### src/rtl/jk_counter_pkg.sv
// Shared definitions for the JK-flip-flop based up/down counter.
// Holds the direction encoding and the load saturation helper.
package jk_counter_pkg;

    typedef enum logic {
        DIR_DN = 1'b0,
        DIR_UP = 1'b1
    } dir_e;

    localparam int unsigned SAT_W = 16;

    // Clamp a load value to the terminal count.
    function automatic logic [SAT_W-1:0] saturate(
        input logic [SAT_W-1:0] value,
        input logic [SAT_W-1:0] max_value
    );
        return (value > max_value) ? max_value : value;
    endfunction

endpackage

### src/rtl/jk_counter_cell.sv
// Single JK flip-flop with synchronous active-high reset.
// J/K encoding: 00 hold, 01 reset, 10 set, 11 toggle.
module jk_cell (
    input  logic clk,
    input  logic reset,
    input  logic j,
    input  logic k,
    output logic q
);

    always_ff @(posedge clk) begin
        if (reset) begin
            q <= 1'b0;
        end else begin
            case ({j, k})
                2'b00:   q <= q;
                2'b01:   q <= 1'b0;
                2'b10:   q <= 1'b1;
                default: q <= ~q;
            endcase
        end
    end

endmodule

### src/rtl/jk_updown_counter.sv
// Up/down counter with terminal value MAX_COUNT built from one JK cell per bit.
// Load and wrap force each cell to a target value; normal counting toggles bits.
module jk_updown_counter
    import jk_counter_pkg::*;
#(
    parameter int unsigned WIDTH     = 4,
    parameter int unsigned MAX_COUNT = 2**WIDTH - 1
) (
    input  logic             clk,
    input  logic             reset,
    input  logic             en,
    input  logic             up_dn,
    input  logic             load,
    input  logic [WIDTH-1:0] load_val,
    output logic [WIDTH-1:0] Q,
    output logic             tc,
    output logic             wrap
);

    localparam logic [WIDTH-1:0] MAX_Q = WIDTH'(MAX_COUNT);

    logic             count_up;
    logic             above_max;
    logic             wrap_now;
    logic             force_val;
    logic [WIDTH-1:0] sat_val;
    logic [WIDTH-1:0] target;
    logic [WIDTH-1:0] toggle;
    logic [WIDTH-1:0] j;
    logic [WIDTH-1:0] k;

    assign count_up  = (up_dn == DIR_UP);
    assign above_max = (Q > MAX_Q);
    assign tc        = count_up ? (Q == MAX_Q) : (Q == '0);

    // An out-of-range Q is treated as a wrap in either direction.
    assign wrap_now  = en && !load &&
                       (count_up ? (Q >= MAX_Q) : ((Q == '0) || above_max));
    assign force_val = load || wrap_now;
    assign sat_val   = WIDTH'(saturate(SAT_W'(load_val), SAT_W'(MAX_COUNT)));
    assign target    = load ? sat_val : (count_up ? '0 : MAX_Q);

    always_comb begin
        logic up_run;
        logic dn_run;
        toggle = '0;
        up_run = 1'b1;
        dn_run = 1'b1;
        for (int unsigned i = 0; i < WIDTH; i++) begin
            toggle[i] = count_up ? up_run : dn_run;
            up_run    = up_run & Q[i];
            dn_run    = dn_run & ~Q[i];
        end
    end

    always_comb begin
        j = '0;
        k = '0;
        for (int unsigned i = 0; i < WIDTH; i++) begin
            if (force_val) begin
                j[i] = target[i];
                k[i] = ~target[i];
            end else begin
                j[i] = en & toggle[i];
                k[i] = en & toggle[i];
            end
        end
    end

    for (genvar g = 0; g < WIDTH; g++) begin : g_bit
        jk_cell u_cell (
            .clk   (clk),
            .reset (reset),
            .j     (j[g]),
            .k     (k[g]),
            .q     (Q[g])
        );
    end

    always_ff @(posedge clk) begin
        if (reset) begin
            wrap <= 1'b0;
        end else begin
            wrap <= wrap_now;
        end
    end

endmodule

### config.mk
export PLATFORM = sky130hd
export DESIGN_NAME = jk_updown_counter
export DESIGN_NICKNAME = d
export VERILOG_FILES = /design/src/rtl/jk_counter_pkg.sv /design/src/rtl/jk_counter_cell.sv /design/src/rtl/jk_updown_counter.sv
export SDC_FILE = /design/constraint.sdc
export NUM_CORES = 1
export LEC_CHECK = 0
export BUFFER_PORTS_ARGS = -buffer_cell sky130_fd_sc_hd__buf_2
export CORE_UTILIZATION = 40
export CTS_CLUSTER_SIZE = 24
export DETAILED_ROUTE_END_ITERATION = 10
export REMOVE_ABC_BUFFERS = 1
export SYNTH_ARGS = -nofsm -noshare
export SYNTH_HDL_FRONTEND = slang
export SYNTH_HIERARCHICAL = 1
export SYNTH_SLANG_ARGS = --single-unit
export TNS_END_PERCENT = 20
### constraint.sdc
create_clock -name clk -period 4.8 [get_ports clk]
set_input_delay 0.48 -clock clk [delete_from_list [all_inputs] [get_ports clk]]
set_output_delay 0.48 -clock clk [all_outputs]
set_load 0.05 [all_outputs]
==> flow_metrics.env <==
export IMPL_slew_headroom=0.7779
export IMPL_min_period_ns=2.077
export IMPL_p_sw_mw=0.08903
export IMPL_setup_tns_ns=0
export IMPL_holdCritStartpoint="reset"
export IMPL_vias=563
export IMPL_endpoint_kind="register"
export IMPL_status="complete, no violations"
export IMPL_globalplace_congestion=0.7992
export IMPL_critical_path_required_ns=4.98
export IMPL_dp_hpwl_um=953.2
export IMPL_switching_share=0.4478
export IMPL_die_y_um=38.42
export IMPL_min_period_over_period=0.4327
export IMPL_dpl_cell_area_um2=618.1
export IMPL_drcViolationCount=0
export IMPL_power_frac_comb=0.433
export IMPL_final_setup_viol_count=0
export IMPL_clk_pin_slew_ns=0.05
export IMPL_yosysSeqAreaShare=0.1887
export IMPL_antenna_found_initial=0
export IMPL_whs_endpoint="wrap"
export IMPL_numCtsBuffers=3
export IMPL_design_area_um2=644.4
export IMPL_grt_max_degree=10
export IMPL_core_mm2=0.001171
export IMPL_startpoint="g_bit[0].u_cell/q"
export IMPL_ios=15
export IMPL_clockBufferDepth=2
export IMPL_hold_path_class="in -> reg"
export IMPL_power_frac_seq=0.301
export IMPL_clock_power_share=0.266
export IMPL_wl_per_cell_um=11.88
export IMPL_r2r_slack_ns=2.72
export IMPL_final_common_cell="buf_2"
export IMPL_cts_resized=0
export IMPL_r2r_end="g_bit[3].u_cell/q"
export IMPL_drive_gt1_frac=0.2584
export IMPL_final_hold_viol_count=0
export IMPL_cts_sinks=5
export IMPL_slew_violations=0
export IMPL_core_rowCount=12
export IMPL_grtUsageTotal=0.1906
export IMPL_layout_nets=107
export IMPL_internal_power_mw=0.1098
export IMPL_cts_hold_buf=0
export IMPL_ys_ff_latch=5
export IMPL_drv_cap=0
export IMPL_num_fill_cells=117
export IMPL_portBuffers=14
export IMPL_tightest_slew_ns=0.3296
export IMPL_cts_root_buf="clkbuf_4"
export IMPL_postSynthCellCount=71
export IMPL_ys_types=21
export IMPL_ir_drop_mv=0.1183
export IMPL_fin_skew_ns=0.005337
export IMPL_synth_warnings=6
export IMPL_htree_levels=1
export IMPL_dieArea_mm2=0.001476
export IMPL_gr_total_overflow=0
export IMPL_syn2layout_area_growth_pct=21.46
export IMPL_rsz0062_at_grt="false"
export IMPL_min_path_cells=2
export IMPL_wirelength_um=1224
export IMPL_ant_nets=0
export IMPL_vias_per_cell=5.466
export IMPL_post_cts_buffers=0
export IMPL_fmax_ghz=0.4814
export IMPL_power_mw=0.1988
export IMPL_cp_start_kind="register"
export IMPL_worstPathMaxFanout=9
export IMPL_synth_area_per_cell_um2=7.472
export IMPL_critPathArrivalTime_ns=2.25
export IMPL_drt_iter0_drc=20
export IMPL_initial_core_util=0.4530
export IMPL_worstReg2RegStart="g_bit[0].u_cell/q"
export IMPL_crit_type="reg -> reg"
export IMPL_die_x_um=38.42
export IMPL_first_pass_iters=4
export IMPL_rr_worst_depth=7
export IMPL_power_density_mw_per_mm2=308.6
export IMPL_p_leak_nw=0.3029
export IMPL_grt_pass1_vias=463
export IMPL_mostFrequentLayoutCells="buf_2, nand2_1, inv_1, ha_1"
export IMPL_grt_pass1_wl_um=1911
export IMPL_synth_cell_area_um2=530.5
export IMPL_n_antenna_cell=0
export IMPL_clock_latency_ns=0.25
export IMPL_cts_tree="done"
-- sequential cells by signal, indices dropped and copies added, names as in the netlist --
signal / flops
wrap: 1
g_bit.u_cell/q: 4
-- metrics by stage --
stage	setup slack [ns]	hold slack (ns)	std cells	utilization
after floorplan	2.552	0.5446	71	-
after global placement	2.639	0.5738	99	0.5278
after detailed placement	2.575	0.5810	99	0.5278
after CTS	2.717	0.4798	103	0.5502
after global routing	2.521	0.4814	103	0.5502
final	2.723	0.4779	103	0.5502
-- power groups by stage --
stage	Sequential (mW)	Clock (mW)	Combinational (mW)
finish	0.0598	0.0529	0.0861
CTS	0.0598	0.0550	0.0866
global placement	0.0602	0	0.0850
global route	0.0609	0.0582	0.0946
detailed placement	0.0606	0	0.0863
floorplan	0.0767	0	0.0478
-- area by class of cell --
cell class / instances / area [µm²] / area share
multi-input combinational: 56 / 392.9 / 0.6097
sequential: 5 / 100.1 / 0.1553
timing repair buffer: 14 / 70.07 / 0.1087
inverter: 10 / 37.54 / 0.05825
clock buffer: 4 / 26.28 / 0.04078
tap: 14 / 17.52 / 0.02718
-- logic make-up after synthesis --
family,share of synthesized area
AO/OA/AOI/OAI,0.2075
adder cells (fa/ha/maj),0.1887
buffers and inverters,0.07076
flip-flops,0.1887
AND/OR/NAND/NOR,0.3443
-- worst max-delay path, cell delays in order, from the launching register on --
cell,delay [ns]
dfxtp_1,0.51
and4_4,0.31
a21oi_1,0.07
o21ai_0,0.27
inv_1,0.08
ha_1,0.31
or3_1,0.31
a31oi_1,0.15
-- cells in the mapped netlist --
cell type,number,area share
nor3_1,1,0.0094
inv_1,10,0.071
ha_1,8,0.19
and2_1,2,0.024
nand3_1,1,0.0094
and4_4,1,0.021
o211ai_1,1,0.014
dfxtp_1,5,0.19
nor4_4,1,0.040
a31oi_1,4,0.047
a211oi_2,1,0.024
or3_1,5,0.059
o21ai_0,4,0.038
o22ai_1,4,0.047
a21oi_1,4,0.038
and3_2,1,0.014
nand2_2,1,0.012
and2_2,1,0.014
nand2_1,11,0.078
nor2_1,1,0.0071
nand3b_1,4,0.057
-- how the worst max path moves through the flow --
stage                        endpoint  slack [ns]  depth (start not counted)
global route        g_bit[2].u_cell/q        2.52                          7
floorplan           g_bit[3].u_cell/q        2.55                          7
global placement    g_bit[2].u_cell/q        2.64                          8
CTS                 g_bit[2].u_cell/q        2.72                          7
detailed placement  g_bit[2].u_cell/q        2.58                          8
finish              g_bit[3].u_cell/q        2.72                          7
-- metal layers --
layer / part of all wire / global-route usage / vias to the layer above
li1: - / - / 292
met1: 0.46 / 0.2310 / 253
met2: 0.49 / 0.3136 / 16
met3: 0.043 / 0.05233 / 2
met4: 0.011 / 0.07759 / 0
met5: 0 / 0 / -
(Power assumes the default switching activity.)
